File: config.mk
export PLATFORM = sky130hd
export DESIGN_NAME = fetch_unit
export DESIGN_NICKNAME = d
export VERILOG_FILES = /design/src/rtl/core_pkg.sv /design/src/rtl/next_pc_calc.sv /design/src/rtl/fetch_unit.sv
export SDC_FILE = /design/constraint.sdc
export NUM_CORES = 1
export LEC_CHECK = 0
export CORE_ASPECT_RATIO = 0.7
export CORE_MARGIN = 2
export CORE_UTILIZATION = 65
export DETAILED_ROUTE_END_ITERATION = 16
export DONT_BUFFER_PORTS = 1
export GPL_ROUTABILITY_DRIVEN = 0
export PLACE_DENSITY = 0.78
export REMOVE_ABC_BUFFERS = 1
export SKIP_LAST_GASP = 1
export SYNTH_ARGS = -nofsm -noshare
export SYNTH_HDL_FRONTEND = slang
export SYNTH_SLANG_ARGS = --single-unit
File: constraint.sdc
create_clock -name clk -period 3.5 [get_ports clk]
set_clock_uncertainty 0.15 [all_clocks]
set_input_delay 0 -clock clk [delete_from_list [all_inputs] [get_ports clk]]
set_output_delay 0 -clock clk [all_outputs]
set_load 0.05 [all_outputs]
File: src/rtl/core_pkg.sv
// Shared core types: pc_source encodings, fetch FSM states,
// the NOP constant and the RV32I major-opcode enum.
package core_pkg;

  localparam logic [1:0] PC_JALR   = 2'b00;
  localparam logic [1:0] PC_JAL    = 2'b01;
  localparam logic [1:0] PC_BRANCH = 2'b10;
  localparam logic [1:0] PC_PLUS4  = 2'b11;

  localparam logic [31:0] NOP_INSTR = 32'h0000_0013;

  typedef enum logic [1:0] {
    ST_BOOT  = 2'b00,
    ST_REQ   = 2'b01,
    ST_HOLD  = 2'b10,
    ST_FAULT = 2'b11
  } fetch_state_e;

  typedef enum logic [6:0] {
    OP_LUI    = 7'h37,
    OP_AUIPC  = 7'h17,
    OP_JAL    = 7'h6f,
    OP_JALR   = 7'h67,
    OP_BRANCH = 7'h63,
    OP_LOAD   = 7'h03,
    OP_STORE  = 7'h23,
    OP_IMM    = 7'h13,
    OP_REG    = 7'h33,
    OP_FENCE  = 7'h0f,
    OP_SYSTEM = 7'h73
  } instruction_t;

endpackage

File: src/rtl/next_pc_calc.sv
// Next-PC selection: jalr / jal / branch / sequential,
// plus a word-misalignment flag on the result.
module next_pc_calc
  import core_pkg::*;
(
  input  logic [31:0] pc,
  input  logic [1:0]  pc_source,
  input  logic        branch_taken,
  input  logic [31:0] imm,
  input  logic [31:0] alu_result,
  output logic [31:0] next_pc,
  output logic        misaligned
);

  logic [31:0] pc_imm;
  logic [31:0] pc_seq;

  always_comb begin
    pc_imm  = pc + imm;
    pc_seq  = pc + 32'd4;
    next_pc = pc_seq;
    unique case (pc_source)
      PC_JALR:   next_pc = {alu_result[31:1], 1'b0};
      PC_JAL:    next_pc = pc_imm;
      PC_BRANCH: next_pc = branch_taken ? pc_imm : pc_seq;
      PC_PLUS4:  next_pc = pc_seq;
      default:   next_pc = pc_seq;
    endcase
    misaligned = |next_pc[1:0];
  end

endmodule

File: src/rtl/fetch_unit.sv
// Instruction fetch stage: owns the PC, fetches over req/ack
// and holds the instruction until the datapath advances.
module fetch_unit #(
  parameter logic [31:0] RESET_PC  = 32'h0000_0000,
  parameter logic [31:0] NOP_INSTR = core_pkg::NOP_INSTR
) (
  input  logic        clk,
  input  logic        rst_n,
  output logic        imem_req,
  output logic [31:0] imem_addr,
  input  logic        imem_ack,
  input  logic [31:0] imem_rdata,
  output logic [31:0] instr,
  output logic [6:0]  opcode,
  output logic [2:0]  func3,
  output logic [6:0]  func7,
  output logic        instr_valid,
  output logic [31:0] pc,
  output logic [31:0] pc_plus4,
  input  logic        advance,
  input  logic [1:0]  pc_source,
  input  logic        branch_taken,
  input  logic [31:0] imm,
  input  logic [31:0] alu_result,
  output logic        fetch_fault
);

  import core_pkg::*;

  fetch_state_e state_q, state_d;
  logic [31:0]  pc_q, pc_d;
  logic [31:0]  instr_q, instr_d;
  logic         valid_q, valid_d;
  logic         fault_q, fault_d;

  logic [31:0]  npc;
  logic         npc_mis;

  next_pc_calc u_next_pc (
    .pc           (pc_q),
    .pc_source    (pc_source),
    .branch_taken (branch_taken),
    .imm          (imm),
    .alu_result   (alu_result),
    .next_pc      (npc),
    .misaligned   (npc_mis)
  );

  always_comb begin
    state_d = state_q;
    pc_d    = pc_q;
    instr_d = instr_q;
    valid_d = valid_q;
    fault_d = fault_q;
    unique case (state_q)
      ST_BOOT: state_d = ST_REQ;
      ST_REQ: begin
        if (imem_ack) begin
          instr_d = imem_rdata;
          valid_d = 1'b1;
          state_d = ST_HOLD;
        end
      end
      ST_HOLD: begin
        if (advance) begin
          valid_d = 1'b0;
          if (npc_mis) begin
            fault_d = 1'b1;
            state_d = ST_FAULT;
          end else begin
            pc_d    = npc;
            instr_d = NOP_INSTR;
            state_d = ST_REQ;
          end
        end
      end
      ST_FAULT: valid_d = 1'b0;
      default:  state_d = ST_BOOT;
    endcase
  end

  always_ff @(posedge clk or negedge rst_n) begin
    if (!rst_n) begin
      state_q <= ST_BOOT;
      pc_q    <= RESET_PC;
      instr_q <= NOP_INSTR;
      valid_q <= 1'b0;
      fault_q <= 1'b0;
    end else begin
      state_q <= state_d;
      pc_q    <= pc_d;
      instr_q <= instr_d;
      valid_q <= valid_d;
      fault_q <= fault_d;
    end
  end

  // Request is a pure state decode so reset drops it at once
  assign imem_req    = (state_q == ST_REQ);
  assign imem_addr   = pc_q;
  assign instr       = instr_q;
  assign opcode      = instr_q[6:0];
  assign func3       = instr_q[14:12];
  assign func7       = instr_q[31:25];
  assign instr_valid = valid_q;
  assign pc          = pc_q;
  assign pc_plus4    = pc_q + 32'd4;
  assign fetch_fault = fault_q;

endmodule
==> impl_metrics.tcl <==
set metrics [dict create \
    p_per_area_nw_per_um2 1204 \
    fin_crit_sh 0.9795 \
    setup_tns_ps 0 \
    hold-path-endpoint "imem_addr[12]" \
    insertion_delay_ps 340 \
    slowest_delay_ps 570 \
    ys.flop_type "dfrtp_1" \
    hold_path_class "primary input to flip-flop" \
    antenna_found_initial 0 \
    tightest_slew_ps 1214 \
    fin_nets 938 \
    drt_iter0_markers 764 \
    async_reset_ff_frac 1.000 \
    routed_wl_um 20250 \
    coreArea_um2 8618 \
    numCtsBuffers 9 \
    ys_types 70 \
    grt_max_degree 69 \
    peakVddDrop_mv 0.8243 \
    fin_util 0.8256 \
    crit_family "compound AO/OA/AOI/OAI gates" \
    crit_type "flip-flop to flip-flop" \
    fmax_mhz 291.7 \
    crit_slowest_cell "dlygate4sd3_1" \
    ys_seq_elements 68 \
    grt_overflow 0 \
    grt_usage 0.3965 \
    die_w_um 117.7 \
    cts_sinks 68 \
    io-pin-count 251 \
    cp.arrival_ps 3490 \
    r2r-start "imem_addr[12]" \
    leakagePower_uw 0.003374 \
    io_buffers 0 \
    outcome "complete, but fails checks" \
    die_area_um2 9840 \
    first_global_vias 5988 \
    path_max_fanout 7 \
    period_needed_ps 3428 \
    h-tree-depth 3 \
    drv_cap 0 \
    setup_violations 0 \
    initial_core_util 0.6826 \
    die_h_um 83.60 \
    grt_pass1_wl_um 31330 \
    path_cells "ha_2, nand2_1, o21ai_0, a31oi_2, a21oi_1, and2_1, a21oi_1, a211oi_1, xnor2_1, o21ai_1, dlygate4sd3_1" \
    worstRegToRegCells 11 \
    clockBufferDepth 2 \
    vias 6216 \
    wire_per_inst_um 21.97 \
    synth-seq-area-share 0.2899 \
    path_common_cell "a21oi_1" \
    drt-pass1-iter-count 6 \
    layout_commonest_cell "nand2_1" \
    required_ps 3560 \
    critPathLaunchType "flip-flop" \
    synth_area_um2 5883 \
    finalMaxSlewViolations 0 \
    area_growth_pct 20.95 \
    synth_cells 724 \
    crit_path_end_kind "flip-flop" \
    ant_nets 0 \
    drc_errors 0 \
    yosys_warnings 0 \
    post_synth.cell_area_avg_um2 8.126 \
    cp-startpoint "imem_addr[12]" \
    root_buffer "clkbuf_16" \
    netlist.top_cell.by_area "dfrtp_1" \
    reg2reg_to "imem_addr[31]" \
    drive_above_1_share 0.1498 \
    via_per_inst 6.742 \
    path_clk_slew_ps 60 \
    hold_viol_final 1 \
    cp_num_buf_inv 1 \
    synth_edf_count 0 \
    worstHoldStart "imm[12]" \
    min_delay_path_depth 4 \
    final_cell_mix "nand2_1 (123), dlygate4sd3_1 (71), buf_4 (70)" \
    finalHoldWorstSlack_ps -2.954 \
    dpl.hpwl_um 12600 \
    synth_area_leaders "dfrtp_1 (28%), ha_1 (8.1%), nand2_1 (7.8%), buf_4 (6.8%), xnor2_1 (4.6%)" \
    r2r_slack_ps 70 \
    violations "hold timing" \
    slew_headroom 0.1851 \
    cts_tree "yes" \
    synth_top_area_frac 0.2765 \
    fp-row-count 28 \
]
[Yosys cell counts (all sizes together) (2+ instances only)]
master and count:
o221ai 10, o21a 4, nand2b 5, or3 8
o22ai 15, nand4 11, and3 14, o211ai 2
nor3b 2, a221oi 2, ha 38, and4 3
or2 2, xor2 21, dfstp 3, inv 13
xnor2 31, a211oi 15, dfrtp 65, nor2 48
buf 66, and2 3, clkbuf 17, o21bai 6
mux2i 8, a21o 16, a31oi 3, o21ai 34
nor2b 9, a311oi 2, nor3 7, o31ai 10
a21oi 48, nand2 123, nand3 45
[area by class of cell]
type | count | area (µm²)
timing repair buffer | 144 | 1295
tap | 120 | 150.1
inverter | 13 | 48.80
fill | 556 | 1503
multi-input combinational | 560 | 3617
clock inverter | 4 | 50.05
sequential | 68 | 1705
clock buffer | 12 | 246.5
antenna | 1 | 2.502
[flip-flops by register name (all words and copies together), names as in the netlist]
signal       count
fetch_fault      1
instr           32
state_q          2
instr_valid      1
imem_addr       32
[metal layers]
layer,vias up,share of wire,track usage
li1,2662,-,-
met5,-,0,0
met4,0,0.046,0.1533
met3,110,0.12,0.09904
met1,2920,0.37,0.4961
met2,524,0.47,0.6623
[tightest hold or removal path, delay by kind of cell]
| kind | cells | cell delay (ps) |
|---|---|---|
| XOR/XNOR | 1 | 80 |
| AND/OR/NAND/NOR | 1 | 100 |
| AO/OA/AOI/OAI | 1 | 70 |
| adder cells (fa/ha/maj) | 1 | 190 |
[what timing repair did]
item	CTS	global route
hold buffers	72	0
setup endpoints to repair	0	4
hold endpoints to repair	132	0
setup buffers	0	2
resized for setup	0	10
[stage by stage]
stage | cell area [µm²] | setup slack (ps) | cells | power [µW]
3_5_place_dp | 5998 | 424.9 | 831 | 7226
6_report | 7116 | 71.92 | 922 | 8570
4_1_cts | 7033 | 59.96 | 919 | 8299
3_3_place_gp | 5998 | 585.9 | 831 | 7086
2_1_floorplan | 5313 | -413.1 | 641 | 6129
5_1_grt | 7113 | -7.799 | 921 | 8917
[worst max path at each step]
stage                    endpoint  slack, ps  cells after the start
floorplan           imem_addr[30]       -410                     10
detailed placement  imem_addr[30]        420                     12
finish              imem_addr[31]         70                     11
global route        imem_addr[31]         -8                     12
global placement    imem_addr[30]        590                     12
CTS                 imem_addr[31]         60                     11
[report_power, final]
group | internal [µW] | total (µW) | switching (µW)
logic | 1490 | 5140 | 3660
registers | 1140 | 2500 | 1360
clock network | 571 | 928 | 357
[kinds of logic after synthesis]
| logic type | count (synthesis) | share of synthesized area |
|---|---|---|
| DFF | 68 | 0.2899 |
| xor gates and xnor gates | 52 | 0.07741 |
| buffers and inverters | 96 | 0.1053 |
| muxes | 9 | 0.01553 |
| AOI/OAI and AO/OA | 176 | 0.1995 |
| and+or+nand+nor | 284 | 0.2282 |
| adders and majority gates | 39 | 0.08422 |
(Power assumes the default switching activity.)
